[src/rtl/reset_sequencer.sv]
// Staged reset-release controller: stretches reset, waits for lock,
// then releases active-low resets one by one with a fixed gap.
module reset_sequencer #(
  parameter int N_OUT   = 4,
  parameter int STRETCH = 16,
  parameter int GAP     = 8
) (
  input  logic             clk,
  input  logic             i_rst_async,
  input  logic             i_lock,
  input  logic             i_sw_rst,
  output logic [N_OUT-1:0] o_rst_n,
  output logic             o_done,
  output logic             o_lock_lost
);

  localparam int SW = (STRETCH > 1) ? $clog2(STRETCH) : 1;
  localparam int GW = (GAP > 1) ? $clog2(GAP) : 1;
  localparam int NW = (N_OUT > 1) ? $clog2(N_OUT) : 1;

  typedef enum logic [1:0] {
    HOLD,
    RELEASE,
    DONE
  } state_t;

  state_t           state, state_nx;
  logic [SW-1:0]    scnt, scnt_nx;
  logic [GW-1:0]    gcnt, gcnt_nx;
  logic [NW-1:0]    stage, stage_nx;
  logic [N_OUT-1:0] rst_nx;
  logic             done_nx;
  logic             lost_nx;
  logic             good;

  assign good = i_lock && !i_sw_rst;

  always_ff @(posedge clk or negedge i_rst_async) begin
    if (!i_rst_async) begin
      state       <= HOLD;
      scnt        <= '0;
      gcnt        <= '0;
      stage       <= '0;
      o_rst_n     <= '0;
      o_done      <= 1'b0;
      o_lock_lost <= 1'b0;
    end else begin
      state       <= state_nx;
      scnt        <= scnt_nx;
      gcnt        <= gcnt_nx;
      stage       <= stage_nx;
      o_rst_n     <= rst_nx;
      o_done      <= done_nx;
      o_lock_lost <= lost_nx;
    end
  end

  always_comb begin
    state_nx = state;
    scnt_nx  = scnt;
    gcnt_nx  = gcnt;
    stage_nx = stage;
    rst_nx   = o_rst_n;
    done_nx  = o_done;
    lost_nx  = 1'b0;
    if (state != HOLD && !good) begin
      // lock loss takes priority in reporting even with sw reset high
      state_nx = HOLD;
      scnt_nx  = '0;
      gcnt_nx  = '0;
      stage_nx = '0;
      rst_nx   = '0;
      done_nx  = 1'b0;
      lost_nx  = !i_lock;
    end else begin
      unique case (state)
        HOLD: begin
          if (!good) begin
            scnt_nx = '0;
          end else if (scnt == SW'(STRETCH - 1)) begin
            scnt_nx   = '0;
            gcnt_nx   = '0;
            stage_nx  = NW'(1);
            rst_nx[0] = 1'b1;
            if (N_OUT == 1) begin
              state_nx = DONE;
              done_nx  = 1'b1;
            end else begin
              state_nx = RELEASE;
            end
          end else begin
            scnt_nx = scnt + SW'(1);
          end
        end
        RELEASE: begin
          if (gcnt == GW'(GAP - 1)) begin
            gcnt_nx = '0;
            for (int i = 0; i < N_OUT; i++) begin
              if (NW'(i) == stage) rst_nx[i] = 1'b1;
            end
            if (stage == NW'(N_OUT - 1)) begin
              state_nx = DONE;
              done_nx  = 1'b1;
            end else begin
              stage_nx = stage + NW'(1);
            end
          end else begin
            gcnt_nx = gcnt + GW'(1);
          end
        end
        DONE: begin
          done_nx = 1'b1;
        end
        default: begin
          state_nx = HOLD;
        end
      endcase
    end
  end

endmodule

[config.mk]
export PLATFORM = sky130hd
export DESIGN_NAME = reset_sequencer
export DESIGN_NICKNAME = d
export VERILOG_FILES = /design/src/rtl/reset_sequencer.sv
export SDC_FILE = /design/constraint.sdc
export NUM_CORES = 1
export LEC_CHECK = 0
export ABC_AREA = 1
export CORE_MARGIN = 1
export CORE_UTILIZATION = 40
export DETAILED_ROUTE_END_ITERATION = 7
export GPL_TIMING_DRIVEN = 0
export HOLD_SLACK_MARGIN = 0.1
export PLACE_DENSITY = 0.66
export SYNTH_ARGS = -nofsm -noshare
export SYNTH_HDL_FRONTEND = slang
export SYNTH_SLANG_ARGS = --single-unit
export TNS_END_PERCENT = 50
[constraint.sdc]
create_clock -name clk -period 3.8 [get_ports clk]
set_clock_uncertainty 0.05 [all_clocks]
set_input_delay 0.38 -clock clk [delete_from_list [all_inputs] [get_ports clk]]
set_output_delay 0.38 -clock clk [all_outputs]
set_load 0.01 [all_outputs]
Word level (Yosys, flattened, before mapping):

Cells that the tools add are included.

* bits in registers: 17
* bits in latches: 0
* memory bits (writable): 0
* ROM bits: 0
* input port bits: 4
* output and inout port bits: 6
* memories kept: 0

* add/sub/neg operators: 3
* $mul: 0
* divide/modulo/power cells: 0
* order comparisons: 0
* equal/unequal tests: 15
* shift-type cells: 0
* mux-type cells: 34
* bitwise gates (word level): 0
* reduce and logical (&&, ||, !) cells: 24

Operators by type and width (count)
* $mux W4: 6
* $ne A3 B3 Y1 const B: 6
* $mux W2: 8
* $mux W3: 5
* $reduce_and A3 Y1: 5
* $reduce_and A5 Y1: 3
* $reduce_bool A2 Y1: 7
* $mux W1: 10
* $pmux W2 S3: 1
* $pmux W3 S2: 1
* $reduce_bool A3 Y1: 2
* $add A4 B1 Y4 const B: 1
* $eq A2 B2 Y1 const A: 2
* $eq A2 B2 Y1 const B: 2
* $eq A4 B4 Y1 const B: 1
* $logic_not A2 Y1: 2
* $pmux W1 S2: 2
* $pmux W2 S2: 1
* $add A3 B1 Y3 const B: 1
* $eq A3 B3 Y1 const B: 1
* $logic_not A1 Y1: 3
* $add A2 B1 Y2 const B: 1
* $eq A1 B2 Y1 const A: 1
* $eq A2 B1 Y1 const B: 1
* 2 further kinds: 3

Logic depth before layout (Yosys ltp):

Gate-level depths: netlist (run 1).

* depth in word-level cells: 6
* gate-level depth with buffers: 8
* depth with buffers taken out: 8

Least setup slack after synthesis (run 1):

Ideal clock, no wire load.

* path kind: reg2reg
* start: register gcnt[0]
* end: register stage[0]
* arrival time: 1.101 ns
* data required time: 3.633 ns
* path slack: 2.532 ns
* cell stages (with the launch flop): 8
* path buffers: 0
* cells stage by stage: dfrtp_1 > ha_1 > ha_1 > inv_1 > o21ai_2 > nand2_2 > nand2_1 > nand2_1

* cells in the longest elaborated chain, start to end: 3

Ends and longest elaborated chain
* start, declared: line 29 `logic [GW-1:0] gcnt, gcnt_nx;`
* start signal, assigned: line 50 `gcnt <= gcnt_nx;`
* $eq A3 B3 Y1: line 96 `if (gcnt == GW'(GAP - 1)) begin`
* $ne A3 B3 Y1 (no line)
* $reduce_and A5 Y1 (no line)
* end signal, assigned: line 51 `stage <= stage_nx;`
* end, declared: line 30 `logic [NW-1:0] stage, stage_nx;`

Every way passes these cells.
A chain may end at the register's enable or synchronous reset.

Worst setup path in the final report (run 1):

* start: register o_done
* end: output port o_done

RTL lines
* start, declared: line 13 `output logic o_done,`
* start signal, assigned: line 53 `o_done <= done_nx;`

No word-level cell between the ends.

==> results of run 1 <==
-- worst reg2reg max path: cells and delay by family, from the launching register on --
kind	cells	cell delay, ns
compound gates	1	0.21
fa+ha+maj	2	0.41
simple gates	3	0.18
buf+inv	1	0.11
flops	1	0.36
-- kinds of logic after synthesis --
logic type      count (synthesis)
simple gates                   71
xor+xnor                        1
buf+inv                        16
compound gates                  8
flops                          17
fa+ha+maj                       7
-- worst paths after layout --
kind	end	slack [ns]
setup / recovery	o_done	2.18
hold / removal	o_rst_n[0]	0.43
setup reg to reg	stage[1]	2.36
hold reg to reg	o_rst_n[0]	0.43
max in group asynchronous	stage[1]	2.74
min in group asynchronous	o_rst_n[0]	0.48
-- cell usage after synthesis --
master    n
nand4_1   4
nand2_4   2
nand3_1  13
nor2_1    7
a21oi_1   1
and3_1    1
inv_1    14
ha_1      7
nor2_4    2
nand2_1  32
xor2_1    1
dfrtp_1  17
o21ai_2   1
nor3_1    1
inv_2     2
o21ai_0   4
nor2_8    1
o21ai_1   2
nand2_2   8
-- stage by stage --
stage | utilization | cell area [um2] | hold WS (ns)
after CTS | 0.501 | 1140 | 0.437
after floorplan | - | 988 | 0.0344
after detailed placement | 0.489 | 1110 | 0.411
after global routing | 0.501 | 1140 | 0.472
after global placement | 0.489 | 1110 | 0.404
final | 0.501 | 1140 | 0.430
-- flip-flops by register name, indices dropped and copies added, names as in the netlist --
name	flops
o_done	1
scnt	4
o_lock_lost	1
o_rst_n	4
stage	2
state	2
gcnt	3
-- power groups by stage --
stage               Sequential, mW  Combinational (mW)  Clock, mW
floorplan                    0.194              0.0142          0
global placement             0.193              0.0303          0
detailed placement           0.193              0.0311          0
CTS                          0.190              0.0312      0.102
global route                 0.191              0.0361      0.111
finish                       0.190              0.0306     0.0958
-- routing by layer --
| layer | up-vias | global-route usage | share of wire |
|---|---|---|---|
| met3 | 2 | 0.0643 | 0.045 |
| met1 | 382 | 0.199 | 0.46 |
| met5 | - | 0 | 0 |
| met2 | 14 | 0.310 | 0.49 |
| li1 | 411 | - | - |
| met4 | 0 | 0.0405 | 0.0093 |
-- layout by cell type, fill, tap and decap left out --
cell,instances
nand2_1,32
dfrtp_1,17
inv_1,14
nand3_1,13
clkdlybuf4s50_1,9
nand2_2,8
nor2_1,7
ha_1,7
nand4_1,4
o21ai_0,4
clkbuf_4,3
nor2_4,2
inv_2,2
nand2_4,2
o21ai_1,2
nor2_8,1
o21ai_2,1
a21oi_1,1
and3_1,1
nor3_1,1
xor2_1,1
clkinv_2,1
-- cell type report --
class                           count  area (um2)  share of cell area
Multi-Input combinational cell     87         503               0.441
Sequential cell                    17         425               0.373
Timing Repair Buffer                9        90.1              0.0789
Inverter                           16        60.1              0.0526
Tap cell                           28        35.0              0.0307
Clock buffer                        3        22.5              0.0197
Clock inverter                      1        5.00             0.00439
==> flow_summary.json, run 1 <==
{
  "num_vias": 809,
  "yosysTopAreaCell": "dfrtp_1",
  "hp-start": "o_rst_n[0]",
  "synth_top_family_by_area": "simple AND/OR/NAND/NOR gates",
  "dp.cells": 157,
  "synthMuxAreaShare": 0,
  "r2r_start": "gcnt[0]",
  "min_path_type": "flip-flop to flip-flop",
  "path_depth": 1,
  "grt_usage": 0.175,
  "totalWireLength_mm": 1.84,
  "synth-adder-area-share": 0.0886,
  "period_share": 0.427,
  "cts_buffers": 3,
  "postCtsSetupBuffers": 0,
  "drt-initial-drc-count": 14,
  "stdcell_count": 161,
  "max_stage_delay_ns": 0.54,
  "outcome": "finished, final reports clean",
  "dr.pass1.iters": 4,
  "synth-seq-cells": 17,
  "routed_via_density": 5.02,
  "synthXorXnorAreaFrac": 0.00886,
  "clk_latency_ns": 0.29,
  "grt_max_degree": 18,
  "final_hold_viol_count": 0,
  "synth_fp_nets": 131,
  "num_rows": 17,
  "seqPwrFrac": 0.600,
  "crit_chain": "clkdlybuf4s50_1",
  "htree_levels": 1,
  "ys_types": 19,
  "clock_sinks": 17,
  "maxCapViolCount": 0,
  "grt_pass1_vias": 801,
  "combinationalPowerShare": 0.097,
  "postRouteAntennaNets": 0,
  "antenna_cells": 0,
  "cp-startpoint": "o_done",
  "rsz0062_at_grt": "no",
  "switching_share": 0.248,
  "routabilityCongestion": 0.772,
  "power_density_nw_per_um2": 277,
  "p_clk_frac": 0.303,
  "cp.arrival_ns": 1.19,
  "drive_gt1_frac": 0.150,
  "criticalPathCategory": "flip-flop to primary output",
  "drc_errors": 0,
  "max-slew-margin-rel": 0.486,
  "seq_area_frac_synth": 0.430,
  "grt_overflow_total": 0,
  "critPathLaunchType": "flip-flop",
  "worst_pin_slew_ns": 0.769,
  "cts_resized": 0,
  "preCtsSetupSlack_ns": 2.03,
  "wire_per_inst_um": 11.4,
  "cts_tree": "done",
  "path_buf_inv": 1,
  "antenna_found_initial": 0,
  "drv_slew": 0,
  "reg2reg_depth": 7,
  "peakVddDrop_mv": 0.263,
  "yosysWarnings": 0,
  "synth-compound-area-share": 0.0443,
  "synth_top_area_frac": 0.430,
  "grt_first_pass_wirelength_mm": 3.42,
  "fp.dieW_um": 51.7,
  "die_y_um": 51.7,
  "hold_depth": 2,
  "synthTopCellsByArea": "dfrtp_1 43%, nand2_1 12%, ha_1 8.9%",
  "dieArea_um2": 2670,
  "fin_nets": 145,
  "p_int_mw": 0.238,
  "fin_tns_setup_ns": 0,
  "max_freq_mhz": 616,
  "cts_buffer_depth": 2,
  "initial_core_util": 0.434,
  "syn_inst": 120,
  "required_ns": 3.37,
  "dp_hpwl_mm": 1.42,
  "ioPinCount": 10,
  "crit_family": "buffers and inverters",
  "num-fill-cells": 219,
  "synth.avg_cell_area_um2": 8.24,
  "critPathSlowestCell": "clkdlybuf4s50_1",
  "switching_power_mw": 0.0784,
  "ctsHoldBuffers": 0,
  "cts_root_buf": "clkbuf_4",
  "port_buffers": 9,
  "core_area_um2": 2280,
  "setup_violations": 0,
  "cp_max_fo": 2,
  "yosys.area_share.simple": 0.367,
  "cp-end-kind": "primary output",
  "finalPower_mw": 0.316,
  "syn_area_um2": 988,
  "synthToLayoutAreaGrowth_pct": 15.4,
  "leakage_nw": 0.612,
  "min_period_ns": 1.62,
  "fin_ws_ns": 2.18,
  "clk_pin_slew_worst_paths_ns": 0.10
}
Power figures use the tool's default switching activity.
==> run 2: changes to the inputs <==
Settings changed: PLACE_DENSITY 0.66 to 0.69.
Clock period 3.8 ns to 1.3 ns, I/O delays scaled along.
==> run 2 against run 1 <==
  * Clock-buffer cell count grew 1
  * Global-route usage grew 0.90 points
  * Utilization grew 4.1 points
  * Flip-flop and latch count is the same
  * Combinational power grew to 3.1 times the previous value
  * Largest power group unchanged
==> flow_summary.json, run 2 (synthesized netlist as in run 1, its figures left out) <==
{
  "cts_root_buf": "clkbuf_4",
  "antenna_found_initial": 0,
  "max_stage_delay_ns": 0.38,
  "period_share": 0.991,
  "clk_pin_slew_worst_paths_ns": 0.11,
  "rsz0062_at_grt": "yes",
  "setup_violations": 0,
  "grt_max_degree": 18,
  "reg_top3": "o_rst_n: 4 flops, scnt: 4 flops, gcnt: 3 flops",
  "dp_hpwl_mm": 1.32,
  "worst_pin_slew_ns": 0.752,
  "top_layer_used": "met4",
  "dr.pass1.iters": 4,
  "clk_latency_ns": 0.30,
  "drt-initial-drc-count": 16,
  "max_freq_mhz": 776,
  "ioPinCount": 10,
  "drt-met1-wl_um": 949,
  "core_area_um2": 2280,
  "drv_slew": 0,
  "layout.area.seq_um2": 428,
  "cts_tree": "done",
  "crit_chain": "ha_2, ha_4, inv_2, o21ai_4, nand2_2, nand2_1, nand2_1",
  "drive_gt1_frac": 0.250,
  "cp-end-kind": "flip-flop",
  "multi_input_area_um2": 551,
  "num-fill-cells": 204,
  "synthToLayoutAreaGrowth_pct": 24.9,
  "required_ns": 1.46,
  "num_vias": 812,
  "final_hold_viol_count": 0,
  "holdWs_ns": 0.209,
  "criticalPathCategory": "flip-flop to flip-flop",
  "clock_sinks": 17,
  "fin_ws_ns": 0.0118,
  "routabilityCongestion": 0.791,
  "grt_overflow_total": 0,
  "die_y_um": 51.7,
  "cts_buffer_depth": 2,
  "fp.dieW_um": 51.7,
  "outcome": "finished, final reports clean",
  "critPathLaunchType": "flip-flop",
  "grt_pass1_vias": 842,
  "maxCapViolCount": 0,
  "crit_top_cell": "nand2_1",
  "num_rows": 17,
  "final_common_cell": "nand2_1",
  "initial_core_util": 0.434,
  "grt_usage": 0.184,
  "stdcell_count": 168,
  "drc_errors": 0,
  "totalWireLength_mm": 1.90,
  "routed_via_density": 4.83,
  "port_buffers": 9,
  "grt_first_pass_wirelength_mm": 3.63,
  "peakVddDrop_mv": 0.585,
  "finalPower_mw": 0.952,
  "max-slew-margin-rel": 0.497,
  "preCtsSetupSlack_ns": -0.197,
  "cp_max_fo": 6,
  "cts_buffers": 3,
  "cp.arrival_ns": 1.45,
  "antenna_cells": 0,
  "wl_met3_um": 54,
  "dp.cells": 157,
  "fin_nets": 152,
  "postRouteAntennaNets": 0,
  "min_period_ns": 1.29,
  "wire_per_inst_um": 11.3,
  "htree_levels": 1,
  "dieArea_um2": 2670,
  "wl_met2_um": 862,
  "ctsHoldBuffers": 0,
  "final_cell_mix": "31 x nand2_1, 15 x dfrtp_1, 13 x inv_1",
  "min_path_type": "primary input to async pin",
  "critPathSlowestCell": "dfrtp_1",
  "leakage_nw": 0.657,
  "power_density_nw_per_um2": 771
}
[run 2: cell types whose count changed in the layout (fill, tap and decap cells not counted), moves of 2 or more]
cell and delta:
nand3_2 +2, ha_4 +2, clkdlybuf4s50_1 -6, ha_1 -3, nand3_1 -2, dfrtp_1 -2, buf_4 +7, dfrtp_2 +2
dlygate4sd2_1 +6
[run 2: worst max-delay path, delay by kind of cell, from the launching register on]
family          cells  cell delay (ns)
simple gates        3             0.18
fa+ha+maj           2             0.36
flops               1             0.38
buf+inv             1             0.06
compound gates      1             0.17
[run 2: worst paths after layout]
path / cells after the start / startpoint / slack [ns] / to
worst max-delay path: 7 / gcnt[0] / 0.01 / stage[0]
min in group clk: 2 / o_rst_n[2] / 0.43 / o_rst_n[2]
worst min-delay path: 1 / i_rst_async / 0.21 / o_rst_n[2]
worst min register to register: 2 / o_rst_n[2] / 0.43 / o_rst_n[2]
worst max register to register: 7 / gcnt[0] / 0.01 / stage[0]
max in group asynchronous: 1 / i_rst_async / 0.47 / state[0]
[run 2: what timing repair did]
item | 4_1_cts | 5_1_grt
hold endpoints to repair | 0 | 0
endpoints found under the setup margin | 15 | 12
setup buffers | 2 | 5
pin swaps | 2 | 7
gates resized for setup | 9 | 9
[run 2: routing by layer]
| metal | track usage | vias up |
|---|---|---|
| met5 | 0 | - |
| met4 | 0.0946 | 0 |
| met3 | 0.0351 | 4 |
| met2 | 0.305 | 16 |
| met1 | 0.226 | 369 |
| li1 | - | 423 |
[run 2: where the power goes]
part / leakage, nW / switching, mW / internal (mW) / total [mW]
Combinational: 0.415 / 0.0558 / 0.0388 / 0.0946
Clock: 0.0150 / 0.182 / 0.120 / 0.302
Sequential: 0.227 / 0.0117 / 0.544 / 0.555
Total: 0.657 / 0.250 / 0.702 / 0.952
[run 2: layout make-up]
type / count / area share
inverter: 16 / 0.0486
sequential: 17 / 0.347
clock buffer: 4 / 0.0213
tap: 28 / 0.0284
multi-input combinational: 87 / 0.446
timing repair buffer: 16 / 0.109
[run 2: stage by stage]
stage	util	instance area, um2	TNS, ns
detailed placement	0.489	1110	-1.80
floorplan	-	988	0
finish	0.543	1230	0
global route	0.543	1230	-0.357
CTS	0.511	1160	0
global placement	0.489	1110	-1.48
